**config.mk**
```make
export PLATFORM = sky130hd
export DESIGN_NAME = bcd_up_down_counter
export DESIGN_NICKNAME = d
export VERILOG_FILES = /design/src/rtl/bcd_up_down_counter.sv
export SDC_FILE = /design/constraint.sdc
export NUM_CORES = 1
export LEC_CHECK = 0
export CAP_MARGIN = 30
export CORE_ASPECT_RATIO = 1.1
export CORE_MARGIN = 2
export CORE_UTILIZATION = 50
export DETAILED_ROUTE_END_ITERATION = 10
export PLACE_DENSITY = 0.75
export RECOVER_POWER = 50
export REMOVE_ABC_BUFFERS = 1
export SLEW_MARGIN = 40
export SYNTH_ARGS = -nofsm -noshare
export SYNTH_HDL_FRONTEND = slang
export SYNTH_SLANG_ARGS = --single-unit
```
**constraint.sdc**
```tcl
create_clock -name clk -period 2.3 [get_ports clk]
set_input_delay 0.575 -clock clk [delete_from_list [all_inputs] [get_ports clk]]
set_output_delay 0.575 -clock clk [all_outputs]
set_load 0.02 [all_outputs]
```
**src/rtl/bcd_up_down_counter.sv**
```systemverilog
// bcd_up_down_counter
//   Two-digit BCD up/down counter with run/stop and clear push buttons.
//   Buttons are synchronised, debounced and edge-detected; a prescaler
//   divides clk down to the count tick while the FSM is in RUN.
//
// Parameters
//   AW        width of addr (tens digit in [7:4], units digit in [3:0])
//   TICK_DIV  clk cycles per count step
//   DEBOUNCE  cycles a button must be stable before it is accepted
//
// Ports
//   clk      in   system clock, rising edge
//   reset    in   synchronous, active-low reset
//   btn_run  in   raw button, each accepted press toggles run/stop
//   btn_clr  in   raw button, each accepted press clears the count
//   dir      in   1 = count up, 0 = count down (sampled at each tick)
//   addr     out  BCD count
//   running  out  high while in RUN
//   wrap     out  one-cycle pulse on 99->00 (up) or 00->99 (down)
module bcd_up_down_counter #(
  parameter int AW       = 8,
  parameter int TICK_DIV = 12000000,
  parameter int DEBOUNCE = 120000
) (
  input  logic          clk,
  input  logic          reset,
  input  logic          btn_run,
  input  logic          btn_clr,
  input  logic          dir,
  output logic [AW-1:0] addr,
  output logic          running,
  output logic          wrap
);

  localparam int PW = (TICK_DIV > 1) ? $clog2(TICK_DIV) : 1;
  localparam int DW = (DEBOUNCE > 1) ? $clog2(DEBOUNCE) : 1;
  localparam logic [PW-1:0] PRESC_MAX = PW'(TICK_DIV - 1);
  localparam logic [DW-1:0] DB_MAX    = DW'(DEBOUNCE - 1);

  typedef enum logic {STOP, RUN} state_t;

  // Bit 0 carries btn_run, bit 1 carries btn_clr throughout the button path.
  logic [1:0]    sync_p0, sync_p1;
  logic [1:0]    db_lvl, db_lvl_q;
  logic [DW-1:0] db_cnt [2];
  logic          run_ev, clr_ev;

  state_t        state, state_nxt;
  logic [PW-1:0] presc;
  logic          tick;
  logic [7:0]    cnt;

  // Saturating-safe BCD step helpers: any out-of-range digit folds back
  // into 0..9, so addr can never show a non-BCD nibble.
  function automatic logic [7:0] bcd_inc(input logic [7:0] v);
    logic [3:0] u, t;
    u = v[3:0];
    t = v[7:4];
    if (u >= 4'd9) begin
      u = 4'd0;
      t = (t >= 4'd9) ? 4'd0 : t + 4'd1;
    end else begin
      u = u + 4'd1;
    end
    return {t, u};
  endfunction

  function automatic logic [7:0] bcd_dec(input logic [7:0] v);
    logic [3:0] u, t;
    u = v[3:0];
    t = v[7:4];
    if (u == 4'd0 || u > 4'd9) begin
      u = 4'd9;
      t = (t == 4'd0 || t > 4'd9) ? 4'd9 : t - 4'd1;
    end else begin
      u = u - 4'd1;
    end
    return {t, u};
  endfunction

  // ---- stage p0/p1: two-flop synchroniser, then debounce ----
  always_ff @(posedge clk) begin
    if (!reset) begin
      sync_p0   <= '0;
      sync_p1   <= '0;
      db_lvl    <= '0;
      db_lvl_q  <= '0;
      db_cnt[0] <= '0;
      db_cnt[1] <= '0;
    end else begin
      sync_p0  <= {btn_clr, btn_run};
      sync_p1  <= sync_p0;
      db_lvl_q <= db_lvl;
      for (int i = 0; i < 2; i++) begin
        // Any cycle where the input agrees with the level restarts the count.
        if (sync_p1[i] == db_lvl[i]) begin
          db_cnt[i] <= '0;
        end else if (db_cnt[i] == DB_MAX) begin
          db_lvl[i] <= sync_p1[i];
          db_cnt[i] <= '0;
        end else begin
          db_cnt[i] <= db_cnt[i] + DW'(1);
        end
      end
    end
  end

  // Rising edge of the debounced level only; a held button fires once.
  assign run_ev = db_lvl[0] & ~db_lvl_q[0];
  assign clr_ev = db_lvl[1] & ~db_lvl_q[1];

  // ---- run/stop FSM ----
  always_ff @(posedge clk) begin
    if (!reset) state <= STOP;
    else        state <= state_nxt;
  end

  always_comb begin
    state_nxt = state;
    if (run_ev) state_nxt = (state == STOP) ? RUN : STOP;
  end

  assign running = (state == RUN);
  assign tick    = (state == RUN) && (presc == PRESC_MAX);

  // ---- prescaler and BCD count ----
  always_ff @(posedge clk) begin
    if (!reset) begin
      presc <= '0;
      cnt   <= 8'h00;
      wrap  <= 1'b0;
    end else begin
      wrap <= 1'b0;
      if (clr_ev) begin
        // Clear beats a coincident tick: no count, no wrap.
        presc <= '0;
        cnt   <= 8'h00;
      end else begin
        // In STOP the prescaler holds so a resume finishes the partial period.
        if (state == RUN) presc <= tick ? '0 : presc + PW'(1);
        if (tick) begin
          if (dir) begin
            cnt  <= bcd_inc(cnt);
            wrap <= (cnt == 8'h99);
          end else begin
            cnt  <= bcd_dec(cnt);
            wrap <= (cnt == 8'h00);
          end
        end
      end
    end
  end

  assign addr = AW'(cnt);

endmodule

```
==> flow_summary.ini <==
[run_status]
status = completed

[setup_path]
critical_path.top_delay_family = buffers and inverters
critPathKind = register to output port
worstPathMaxFanout = 12
end_kind = output port
crit_chain = clkdlybuf4s50_1
path_buf_inv = 1
cp.arrival_ns = 1.57
cp.required_ns = 1.73
cpMaxStageDelayCell = clkdlybuf4s50_1
crit_path_start_kind = register
crit_path_max_incr_delay_ns = 0.69

[floorplanning]
ios = 15
rows = 34
coreArea_um2 = 7910
dieArea_um2 = 8890
fp.dieH_um = 98.7
chipWidth_um = 90.1
start_util_pct = 51.5

[clock_network]
clock_sinks = 76
cts_made_buffers = 9
root_buffer = clkbuf_8
ctsResizeCount = 0
clk_path_buf_depth = 2
clk_latency_ns = 0.34
postCtsSetupRepairBufs = 0
clk_pin_slew_worst_paths_ns = 0.08
htreeDepth = 3
cts_hold_buf = 0
cts_tree = done

[timing]
setup-tns-final_ns = 0
layout_worst_path_cycle_share_pct = 93.4
worst_slew_pin_slew_ns = 0.573
fin_crit_ns = 2.15
fin_skew_ns = 0.00952
final_max_slew_viol_count = 0
rsz0062_at_grt = false
setup_viol_count_final = 0
maxSlewHeadroom_pct = 61.5
final_hold_viol_count = 0
max_freq_mhz = 465

[global_route]
antenna_found_initial = 0
grt_pass1_wl_mm = 13.4
grt_overflow_total = 0
grt_max_degree = 20
grt_pass1_vias = 3032
grt_usage_pct = 18.0

[placed_design]
place.gp.congestion = 0.871
dp_hpwl_mm = 5.34
port_buffers = 14
place_inst = 578

[logic_synthesis]
synth-xor-area-share_pct = 11.2
synth-adder-area-share_pct = 3.38
synth_edf_count = 34
synth-simple-area-share_pct = 28.8
synth_compound_area_share_pct = 7.09
synthArstFlopShare_pct = 0
ys.warnings.count = 0
synth_cell_types = 65
syn_area_um2 = 4070
syn_inst = 429
synth_top_family_by_area = simple AND/OR/NAND/NOR gates
ys_ff_latch = 76
muxShareOfSynthArea_pct = 0.737
yosysSeqAreaShare_pct = 45.7
synth_flop_cell = dfxtp_1
syn_area_per_cell_um2 = 9.50

[finish]
layout-area-overhead-vs-synth_pct = 14.5
diodes = 0
final_nets = 497
fin_cells = 594
layout_commonest_cell = nor2_1
drive_above_1_share_pct = 6.38
layout_common_cells = nor2_1, dfxtp_1, xor2_1, edfxtp_1, conb_1

[power]
powerDensity_nw_per_um2 = 590
p_leak_nw = 1.73
ir_worst_vdd_uv = 355
finalPower_mw = 2.75

[detailed_routing]
ant_nets = 0
dr.pass1.iters = 4
wl_per_cell_um = 12.8
vias = 3157
viasPerCell = 5.31
drt-total-wl_mm = 7.59
drc = 0
drt_iter0_drc = 181

[hold_path]
hold_class = register to register

[run]
cap_violations = 0
## flip-flops by register name, summed over array words and instances, names as in the netlist
name / cells
db_lvl_q: 2
db_cnt: 34
db_lvl: 2
sync_p1: 2
running: 1
addr: 8
sync_p0: 2
wrap: 1
presc: 24
## synthesized netlist by cell type (all sizes together) (9+ instances only)
library cell	count	area, um^2
a21oi	12	63.8
and2	10	65.1
and3	15	93.8
buf	11	71.3
dfxtp	42	841
edfxtp	34	1020
ha	11	138
inv	9	33.8
nand2	28	115
nand3	28	140
nand4	18	119
nor2	71	267
nor3	11	55.1
xnor2	18	158
xor2	34	298
## worst paths after layout
| path | start | endpoint | slack [ns] | cells past startpoint |
|---|---|---|---|---|
| hold reg to reg | sync_p0[1] | sync_p1[1] | 0.43 | 1 |
| hold / removal | sync_p0[1] | sync_p1[1] | 0.43 | 1 |
| setup / recovery | addr[6] | addr[6] | 0.15 | 1 |
| setup reg to reg | db_cnt[1][0] | db_cnt[1][7] | 0.30 | 7 |
## routing by layer
| layer | share of wire (%) | up-vias | track usage, % | wire length [um] |
|---|---|---|---|---|
| li1 | - | 1593 | - | - |
| met5 | 0 | - | 0 | 0 |
| met4 | 1.8 | 0 | 7.34 | 133 |
| met3 | 3.7 | 12 | 2.45 | 278 |
| met2 | 48 | 73 | 31.3 | 3620 |
| met1 | 47 | 1479 | 22.8 | 3570 |
## layout make-up
cell class                 instances  area (um^2)
clock inverter                     2         35.0
clock buffer                      14          210
fill                             713         3250
inverter                          10         37.5
sequential                        76         1860
multi-input combinational        361         2190
timing repair buffer              23          199
tap                              108          135
## logic make-up (layout without fill, tap and decap cells)
group,Yosys count,after routing
and+or+nand+nor,219,219
xor gates and xnor gates,52,52
other,1,34
buffers and inverters,25,49
AOI/OAI and AO/OA,42,42
adders and majority gates,11,11
muxes,3,3
DFF,76,76
## where the power goes
part / switching, mW / total (mW) / leakage, nW / internal (mW)
Combinational: 0.0570 / 0.0956 / 0.915 / 0.0386
Clock: 0.481 / 1.19 / 0.126 / 0.711
Sequential: 0.0266 / 1.46 / 0.690 / 1.44
## metrics by stage
| stage | setup WS, ns | instance area (um^2) | utilization, % | hold slack [ns] |
|---|---|---|---|---|
| after global placement | 0.205 | 4450 | 56.3 | 0.416 |
| after detailed placement | 0.161 | 4450 | 56.3 | 0.427 |
| after floorplan | 0.430 | 4110 | - | 0.412 |
| final | 0.151 | 4660 | 59.0 | 0.429 |
| after CTS | 0.145 | 4700 | 59.4 | 0.430 |
| after global routing | 0.0960 | 4660 | 59.0 | 0.452 |
Note: power is estimated with default switching activity, not from simulation.
